### src/rtl/aes_host_sequencer.sv
// Host-side sequencer for the byte-serial AES-128 core: serialises key/plaintext onto
// din/cmd, issues start, gathers 16 ciphertext bytes and hands them out on valid/ready.
module aes_host_sequencer #(
  parameter int unsigned TIMEOUT = 1023
) (
  input  logic         clk,
  input  logic         rst_,
  input  logic         s_valid,
  output logic         s_ready,
  input  logic [127:0] s_key,
  input  logic [127:0] s_plain,
  input  logic         s_keep,
  output logic         m_valid,
  input  logic         m_ready,
  output logic [127:0] m_cipher,
  output logic         err,
  output logic [7:0]   din,
  output logic [1:0]   cmd,
  input  logic [7:0]   dout,
  input  logic         ok,
  input  logic         ready
);

  localparam logic [15:0] WD_LIMIT = 16'(TIMEOUT);
  localparam logic [1:0]  CMD_NOP  = 2'b00;
  localparam logic [1:0]  CMD_KEY  = 2'b01;
  localparam logic [1:0]  CMD_PT   = 2'b10;
  localparam logic [1:0]  CMD_GO   = 2'b11;

  typedef enum logic [2:0] {
    IDLE, WAIT_RDY, LOAD_KEY, LOAD_PT, START, WAIT_OK, COLLECT, HOLD
  } state_t;

  state_t       state, state_nxt;
  logic [3:0]   bc, bc_nxt;
  logic [15:0]  wd, wd_nxt, wd_inc;
  logic [127:0] key_q, plain_q;
  logic         skip_key, key_cached;
  logic         accept, capture, expire, key_done;
  logic [3:0]   byte_idx;
  logic [1:0]   cmd_nxt;
  logic [7:0]   din_nxt;

  // Next state, byte counter and watchdog
  always_comb begin
    state_nxt = state;
    bc_nxt    = bc;
    wd_inc    = wd + 16'd1;
    wd_nxt    = wd;
    accept    = s_valid & s_ready;
    capture   = 1'b0;
    expire    = 1'b0;
    key_done  = 1'b0;
    case (state)
      IDLE: begin
        if (accept) begin
          state_nxt = WAIT_RDY;
          bc_nxt    = 4'd0;
        end
      end
      WAIT_RDY: begin
        if (ready) begin
          state_nxt = skip_key ? LOAD_PT : LOAD_KEY;
          bc_nxt    = 4'd0;
        end else if (wd_inc == WD_LIMIT) begin
          expire = 1'b1;
        end else begin
          wd_nxt = wd_inc;
        end
      end
      LOAD_KEY: begin
        bc_nxt = bc + 4'd1;
        if (bc == 4'd15) begin
          state_nxt = LOAD_PT;
          key_done  = 1'b1;
        end
      end
      LOAD_PT: begin
        bc_nxt = bc + 4'd1;
        if (bc == 4'd15) state_nxt = START;
      end
      START: begin
        state_nxt = WAIT_OK;
        bc_nxt    = 4'd0;
      end
      WAIT_OK, COLLECT: begin
        // A capture always beats a simultaneous watchdog expiry
        if (ok) begin
          capture = 1'b1;
          wd_nxt  = 16'd0;
          bc_nxt  = bc + 4'd1;
          state_nxt = (bc == 4'd15) ? HOLD : COLLECT;
        end else if (wd_inc == WD_LIMIT) begin
          expire = 1'b1;
        end else begin
          wd_nxt = wd_inc;
        end
      end
      HOLD: begin
        if (m_ready) state_nxt = IDLE;
      end
      default: state_nxt = IDLE;
    endcase
    if (expire) begin
      state_nxt = IDLE;
      bc_nxt    = 4'd0;
    end
    if (state_nxt != state) wd_nxt = 16'd0;
  end

  // Bus byte for the cycle being entered, so cmd/din line up with the state register
  always_comb begin
    cmd_nxt  = CMD_NOP;
    din_nxt  = 8'd0;
    byte_idx = 4'd15 - bc_nxt;
    case (state_nxt)
      LOAD_KEY: begin
        cmd_nxt = CMD_KEY;
        din_nxt = key_q[{byte_idx, 3'b000} +: 8];
      end
      LOAD_PT: begin
        cmd_nxt = CMD_PT;
        din_nxt = plain_q[{byte_idx, 3'b000} +: 8];
      end
      START:   cmd_nxt = CMD_GO;
      default: cmd_nxt = CMD_NOP;
    endcase
  end

  always_ff @(posedge clk) begin
    if (rst_) begin
      state      <= IDLE;
      bc         <= 4'd0;
      wd         <= 16'd0;
      key_q      <= 128'd0;
      plain_q    <= 128'd0;
      skip_key   <= 1'b0;
      key_cached <= 1'b0;
      m_cipher   <= 128'd0;
      s_ready    <= 1'b0;
      m_valid    <= 1'b0;
      err        <= 1'b0;
      cmd        <= CMD_NOP;
      din        <= 8'd0;
    end else begin
      state   <= state_nxt;
      bc      <= bc_nxt;
      wd      <= wd_nxt;
      s_ready <= (state_nxt == IDLE);
      m_valid <= (state_nxt == HOLD);
      err     <= expire;
      cmd     <= cmd_nxt;
      din     <= din_nxt;
      if (accept) begin
        plain_q  <= s_plain;
        skip_key <= s_keep & key_cached;
        if (!(s_keep & key_cached)) key_q <= s_key;
      end
      if (key_done)     key_cached <= 1'b1;
      else if (expire)  key_cached <= 1'b0;
      if (capture)      m_cipher <= {m_cipher[119:0], dout};
      else if (expire)  m_cipher <= 128'd0;
    end
  end

endmodule

### config.mk
export PLATFORM = sky130hd
export DESIGN_NAME = aes_host_sequencer
export DESIGN_NICKNAME = d
export VERILOG_FILES = /design/src/rtl/aes_host_sequencer.sv
export SDC_FILE = /design/constraint.sdc
export NUM_CORES = 1
export LEC_CHECK = 0
export ABC_AREA = 1
export CAP_MARGIN = 30
export CORE_ASPECT_RATIO = 1.5
export CORE_MARGIN = 3
export CORE_UTILIZATION = 40
export CTS_CLUSTER_DIAMETER = 60
export CTS_CLUSTER_SIZE = 16
export DETAILED_ROUTE_END_ITERATION = 8
export PLACE_DENSITY = 0.72
export SLEW_MARGIN = 0
export SYNTH_ARGS = -nofsm -noshare
export SYNTH_HDL_FRONTEND = slang
export SYNTH_SLANG_ARGS = --single-unit
### constraint.sdc
create_clock -name clk -period 2.64 [get_ports clk]
set_clock_uncertainty 0.2 [all_clocks]
set_input_delay 0.528 -clock clk [delete_from_list [all_inputs] [get_ports clk]]
set_output_delay 0.528 -clock clk [all_outputs]
set_load 0.02 [all_outputs]
# Word-level counts from Yosys, hierarchy flattened
# Cells that the tools add are included.
# op_classes
add_sub_neg	3
n_eq_ne	15
shifts	2
mux	33
bitwise	3
n_reduce_logical	10
# op_table
cell	count
$mux W128	2
$shiftx A128 B8 Y8	2
$mux W16	3
$pmux W16 S2	1
$mux W3	7
$pmux W3 S7	1
$pmux W4 S5	1
$eq A3 B3 Y1 const B	6
$add A16 B1 Y16 const B	1
$eq A16 B10 Y1 const B	1
$mux W4	4
$pmux W8 S2	1
$eq A3 B2 Y1 const B	4
$mux W1	11
$logic_not A3 Y1	2
$pmux W2 S3	1
$reduce_bool A2 Y1	3
$reduce_or A2 Y1	3
$add A4 B1 Y4 const B	1
$eq A4 B4 Y1 const B	1
$reduce_and A2 Y1	2
$sub A4 B4 Y4 const A	1
$eq A3 B1 Y1 const B	1
$ne A3 B3 Y1	1
other kinds (4)	5
# word_totals
register_bits	422
input_bits	271
output_inout_bits	141
word_cells	79

# Depth between registers and ports, before layout
# Gate-level depths: netlist of run 1.
# depth
word_depth	9
mapped_depth	22
mapped_depth_nobuf	21

# Least setup slack after synthesis of run 1
# No wires, ideal clock.
# synth_timing
path_kind	register -> register
start	register wd[1]
end	register din[0]
setup_ns	0.113
arrival_time_ns	2.428
required_ns	2.327
path_slack_ns	-0.101
stages_incl_launch_ff	21
path_buffers	2
synth_period_minus_slack_ns	2.741
path_cell_list	dfxtp_1 ha_1 nand3_2 nor2_4 nand2_1 o21ai_1 nand2_1 nand2_1 nor2_2 nand3_4 nand2_4 nor2_4 buf_2 buf_2 nand3_1 nand3_1 nand3_1 nand3_1 nand2_1 nor2_1 nor2_1
# synth_between
elab_chain_len	9
word_cells_on_any_way	14
cone_classes	add/sub (2); eq/ne (3); shift (2); mux (7)
# synth_lines
item	line	rtl
start, declared	36	logic [15:0] wd, wd_nxt, wd_inc;
start signal, assigned	148	wd <= wd_nxt;
$add A16 B1 Y16 *	48	wd_inc = wd + 16'd1;
$eq A16 B10 Y1 *	65, 93	
$mux W1 *	65, 93	
$mux W1, on equally long branches	88, 62	
$pmux W1 S2 *	54	case (state)
$mux W4	104	if (expire) begin
$sub A4 B4 Y4	115	byte_idx = 4'd15 - bc_nxt;
$shiftx A128 B8 Y8, on equally long branches	123, 119	
$pmux W8 S2 *	116	case (state_nxt)
end signal, assigned	153	din <= din_nxt;
end, declared	17	output logic [7:0] din,
# Mark *: on every way between the ends. The rest lies on a longest branch, timed or not.
# A chain may end at the register's enable or synchronous reset.

# Worst setup path after layout of run 1
# layout_timing
start	register wd[1]
end	register wd[6]
# layout_between
elab_chain_len	8
word_cells_on_any_way	13
cone_classes	add/sub (1); eq/ne (2); mux (9); reduce/logical (1)
# layout_lines
item	line	rtl
$add A16 B1 Y16 *	48	
$eq A16 B10 Y1	65, 93	
$mux W1	65, 93	
$mux W1, on equally long branches	88, 62	
$pmux W1 S2	54	
$mux W3	104	
$ne A3 B3 Y1	108	if (state_nxt != state) wd_nxt = 16'd0;
$reduce_or A2 Y1 (no line)	--	
# Mark *: on every way between the ends. The rest lies on a longest branch, timed or not. The select of a mux whose other input is x is not followed.

==> out/results.tsv, run 1 <==
metric	value	unit
Tcrit/Tclk final	122	%
status	complete, but fails checks	
Total GRT Usage	26.3	%
Post-synth top cells	427 x nand3_1, 422 x dfxtp_1, 380 x nand2_1, 368 x a21oi_1, 278 x o21ai_0	
setup tns final	-27730	ps
reg2reg start	wd[1]	
Vias	20200	
Hold Path Class	primary input to register	
clock share of power	25.9	%
CTS Hold Bufs	0	
Area growth, synth to finish	54.0	%
final number of setup-violating endpoints	154	
RSZ-0062 raised after global routing	true	
Inserted Clock Buffers	34	
I/O Buffers	411	
post-synthesis sequential area ratio	46.6	%
routed len/inst	20.7	um
CP max-delay cell	dfxtp_4	
CP Launch Type	register	
pin count of the biggest net entering global routing	142	
first-pass GRT wire length	102	mm
CTS tree	built	
PnR worst setup slack	-579	ps
Yosys warnings	0	
Worst slew margin	34.3	%
fmax	311	MHz
internal power	12500	uW
Least-Margin Pin Slew	986	ps
starting density of the core	40.8	%
post-route ant nets	0	
Mapped Avg Cell Area	7.11	sq um
routed wire length	74.9	mm
CP dominant cell by count	buf_4	
cell area after placement	0.0236	sq mm
DRC Markers	0	
crit-path cells	ha_4 -> nand3_4 -> buf_4 -> o21ai_2 -> nand2_2 -> buf_4 -> buf_4 -> buf_4 -> buf_4 -> buf_4 -> buf_4 -> buf_4 -> buf_4 -> buf_4 -> buf_4 -> buf_4 -> buf_4 -> buf_4 -> buf_4 -> a22oi_2 -> nor2_1	
Synth area leaders	dfxtp_1 47%, nand3_1 12%, a21oi_1 10%	
Gate power share	34.2	%
Layout Nets	3314	
Most used DFF post-synth	dfxtp_1	
sequential power share	39.9	%
CTS root buf	clkbuf_16	
CP Data Required Time	2870	ps
final worst path period need	3220	ps
Final Max Slew Viols	0	
Hold Fails Final Rpt	0	
Num Clock Sinks	422	
die area	0.0479	sq mm
worst vdd ir	0.000430	V
CP Capture Point	wd[6]	
ys async rst share	0	%
worst r2r dst	wd[6]	
Finished Cell Area	0.0279	sq mm
R2R depth	21	
FP Rows	94	
H-tree levels	2	
crit path DAT	3450	ps
Switch Pwr	6480	uW
die height	267	um
most numerous cell in the Yosys netlist	nand3_1	
gpl congestion	0.932	
IO Pins	412	
grt ovf	0	
Iteration-0 DRC Markers	1964	
Critical Path Max Stage Delay	370	ps
drt via density	5.56	
critical path endpoint category	register	
antenna violations before repair	5	
critical path launch point	wd[1]	
Post-synth EDFFs	0	
Post-Syn Instances	2548	
Power per Cell Area	679	mW/mm^2
Worst Path Class, Setup	register to register	
CP Max Fanout	3	
Core Area	0.0443	sq mm
chip width	180	um
Yosys reg bits	422	
max capacitance violation total	0	
failing checks	setup timing	
Yosys cell types	32	
leakage	0.0105	uW
sw frac	34.2	%
clock buffer depth	3	
Pre-Repair DR Iteration Count	9	
syn nets	2822	
FF-to-FF setup slack	-580	ps
DP HPWL	47.5	mm
number of global-route vias before repair	18700	
share of cells above drive strength 1	19.8	%
Clock Latency Late Sink	550	ps
clk slew on worst S/H paths	70	ps
cell taking the most area after synthesis	dfxtp_1	
Post-Synthesis Cell Area	0.0181	sq mm
post-synth top area share	46.6	%
[sequential cells by signal, indices dropped and copies added, names as in the netlist, 2 cells and up]
register / cells
bc: 4
cmd: 2
din: 8
key_q: 128
m_cipher: 128
plain_q: 128
state: 3
wd: 16
[area by class of cell]
class,count,area (sq um)
repair buffers,658,7260
repair inverters,1,6.26
well taps,576,721
diodes,2,5.00
multi-input cells,1658,9460
inverters,265,1020
clock buffers,38,887
flip-flops and latches,422,8460
fillers,3562,16400
clock inverters,7,81.3
[timing repair]
item,in CTS,in global routing
endpoints found under the setup margin,59,216
cloned,14,25
setup buffers,46,22
resized for setup,110,325
pin swaps,42,31
[power groups by stage]
stage | registers, uW | logic [uW] | clock network, uW
6_report | 7560 | 6480 | 4900
4_1_cts | 7560 | 5980 | 4930
5_1_grt | 7640 | 6990 | 5140
3_3_place_gp | 7670 | 5240 | 0
2_1_floorplan | 7640 | 3190 | 0
3_5_place_dp | 7700 | 5320 | 0
[cell families (layout without fill, tap and decap cells)]
| group | Yosys count | in the layout | share of synthesized area, % |
|---|---|---|---|
| buffers and inverters | 469 | 969 | 10.1 |
| XOR/XNOR | 2 | 2 | 0.0967 |
| AND/OR/NAND/NOR | 977 | 978 | 23.9 |
| flip-flops | 422 | 422 | 46.6 |
| adder cells (fa/ha/maj) | 3 | 3 | 0.207 |
| other | 0 | 2 | 0 |
| AO/OA/AOI/OAI | 675 | 675 | 19.0 |
[critical path, delay by kind of cell (launching register included)]
kind / cells / cell delay [ps]
fa+ha+maj: 1 / 150
buf+inv: 15 / 1880
flops: 1 / 370
simple gates: 3 / 240
compound gates: 2 / 260
[routing by layer]
| layer | share of wire, % | up-vias | GRT usage, % |
|---|---|---|---|
| met5 | 0.052 | - | 0 |
| met4 | 7.5 | 6 | 14.1 |
| met3 | 7.3 | 278 | 4.88 |
| met2 | 50 | 1049 | 47.3 |
| met1 | 35 | 9424 | 29.3 |
| li1 | - | 9413 | - |
[worst min path at each step]
stage                 startpoint            to  slack [ps]  cells past startpoint
floorplan           plain_q[112]  plain_q[112]         220                      2
global placement    plain_q[114]  plain_q[114]         240                      2
detailed placement   plain_q[71]   plain_q[71]         240                      2
CTS                         rst_     key_q[44]         220                      4
global route                rst_     key_q[58]         260                      4
finish                      rst_     key_q[44]         250                      4
[stage by stage]
step	util [%]	total power [uW]	instances	hold WS (ps)	setup slack (ps)
detailed placement	53.2	13000	3480	239	-820
global placement	53.2	12900	3480	235	-814
floorplan	-	10800	2548	225	-6.56
global route	62.9	19800	3625	265	-731
CTS	58.0	18500	3582	225	-442
finish	62.9	18900	3627	246	-579
[placed cells by master (no fill, tap or decap), types with 46 or more instances in the layout]
master / synthesis / final
nor2_1: 138 / 112
nand3_4: 1 / 46
a21oi_1: 368 / 283
a21oi_2: 0 / 85
inv_1: 255 / 253
nand3_2: 3 / 99
nand2_1: 380 / 359
clkbuf_16: 0 / 51
nand3_1: 427 / 286
clkdlybuf4s50_1: 0 / 410
dfxtp_1: 422 / 418
buf_4: 3 / 145
o21ai_0: 278 / 268
Power figures use the tool's default switching activity.
==> run 2: changes to the inputs <==
SLEW_MARGIN = 20   (was 0)
==> run 2 against run 1 <==
- clock power is essentially flat
- routed wire length shrank 0.14%
- combinational power is essentially flat
- critical endpoint unchanged
- critical path depth is the same
- critical path type unchanged
- power is essentially flat
- the run still ends with setup timing left
- maximum frequency shrank 0.25%
- highest routed layer unchanged
==> out/results.tsv, run 2 (synthesized netlist as in run 1, its figures left out) <==
metric	value	unit
starting density of the core	40.8	%
crit path DAT	3450	ps
crit-path cells	ha_4 -> nand3_4 -> buf_4 -> o21ai_2 -> nand2_2 -> buf_4 -> buf_4 -> buf_4 -> buf_4 -> buf_4 -> buf_4 -> buf_4 -> buf_4 -> buf_4 -> buf_4 -> buf_4 -> buf_4 -> buf_4 -> buf_4 -> a22oi_2 -> nor2_1	
CP Launch Type	register	
Power per Cell Area	679	mW/mm^2
R2R depth	21	
clock buffer depth	3	
Hold Path Class	primary input to register	
max capacitance violation total	0	
Iteration-0 DRC Markers	1894	
antenna violations before repair	5	
worst r2r dst	wd[6]	
cell family with most CP delay	buffers and inverters	
failing checks	setup timing	
fmax	310	MHz
Final Max Slew Viols	0	
CTS root buf	clkbuf_16	
status	complete, but fails checks	
CP Depth	21	
Layout Nets	3315	
pin count of the biggest net entering global routing	142	
PnR worst setup slack	-587	ps
IO Pins	412	
Regs by FF count	key_q: 128 flops, m_cipher: 128 flops, plain_q: 128 flops	
routed wire length	74.8	mm
Least-Margin Pin Slew	970	ps
Tcrit/Tclk final	122	%
CP Data Required Time	2870	ps
DRC Markers	0	
number of global-route vias before repair	18700	
reg2reg start	wd[1]	
CP Max Fanout	3	
Worst Path Class, Setup	register to register	
routed len/inst	20.6	um
die height	267	um
drt via density	5.55	
Vias	20200	
Clock Latency Late Sink	540	ps
most common cell after layout, fill and taps aside	dfxtp_1	
Inserted Clock Buffers	34	
final worst path period need	3230	ps
Crit path buffers/inverters	15	
first-pass GRT wire length	102	mm
grt ovf	0	
critical path launch point	wd[1]	
CP dominant cell by count	buf_4	
CP Capture Point	wd[6]	
Hold Fails Final Rpt	0	
CTS tree	built	
FF-to-FF setup slack	-590	ps
Num Clock Sinks	422	
critical path endpoint category	register	
Area growth, synth to finish	54.2	%
clk slew on worst S/H paths	80	ps
DP HPWL	47.5	mm
WHS	243	ps
H-tree levels	2	
worst vdd ir	0.000428	V
leakage	0.0105	uW
die area	0.0479	sq mm
gpl congestion	0.932	
I/O Buffers	411	
FP Rows	94	
RSZ-0062 raised after global routing	true	
Critical Path Max Stage Delay	370	ps
Total GRT Usage	26.3	%
final number of setup-violating endpoints	155	
post-route ant nets	0	
Worst slew margin	35.3	%
most frequent cells in the layout	418 x dfxtp_1, 410 x clkdlybuf4s50_1, 359 x nand2_1	
Pre-Repair DR Iteration Count	7	
CP max-delay cell	dfxtp_4	
share of cells above drive strength 1	19.8	%
Core Area	0.0443	sq mm
total power	18900	uW
chip width	180	um
[run 2: cell count changes in the layout (fill, tap and decap cells not counted)]
cell / delta
buf_12: +1
diode_2: +1
[run 2: cell type report]
class	instances	area, sq um
repair buffers	659	7280
inverters	265	1020
fillers	3559	16400
flip-flops and latches	422	8460
multi-input cells	1658	9460
clock inverters	7	81.3
diodes	3	7.51
clock buffers	38	887
repair inverters	1	6.26
well taps	576	721
[run 2: how the worst min path moves through the flow]
stage                  from           end  slack [ps]  cells after the start
3_5_place_dp    plain_q[71]   plain_q[71]         240                      2
3_3_place_gp   plain_q[114]  plain_q[114]         240                      2
4_1_cts                rst_     key_q[44]         220                      4
5_1_grt                rst_     key_q[58]         260                      4
6_report               rst_     key_q[44]         240                      4
2_1_floorplan  plain_q[112]  plain_q[112]         220                      2
[run 2: metal layers]
layer	global-route usage, %	vias up	routed length, um
met5	0	-	40
met4	14.1	6	5640
met3	4.88	281	5410
met2	47.3	1044	37600
met1	29.3	9414	26100
li1	-	9410	-
[run 2: what timing repair did]
action                                  4_1_cts  5_1_grt
endpoints found under the setup margin       59      216
hold buffers                                  0        0
setup buffers                                46       22
pin swaps                                    42       31
gates cloned                                 14       25
resized for setup                           110      325
[run 2: tightest hold or removal path: cells and delay by family]
family / cells / cell delay (ps)
AOI/OAI and AO/OA: 2 / 140
buffers and inverters: 2 / 260
[run 2: through the flow]
| step | std cells | worst slack (ps) | utilization [%] | TNS [ps] | area (sq um) |
|---|---|---|---|---|---|
| 2_1_floorplan | 2548 | -6.56 | - | -51.7 | 18200 |
| 3_3_place_gp | 3480 | -814 | 53.2 | -75850 | 23600 |
| 3_5_place_dp | 3480 | -820 | 53.2 | -83630 | 23600 |
| 4_1_cts | 3582 | -442 | 58.0 | -4430 | 25700 |
| 5_1_grt | 3626 | -731 | 63.0 | -44920 | 27900 |
| 6_report | 3629 | -587 | 63.0 | -28800 | 27900 |
[run 2: power breakdown]
part / internal (uW) / switching [uW] / leakage [uW]
sequential: 7280 / 287 / 0.00344
combinational: 2700 / 3800 / 0.00660
clock: 2510 / 2370 / 0.000477
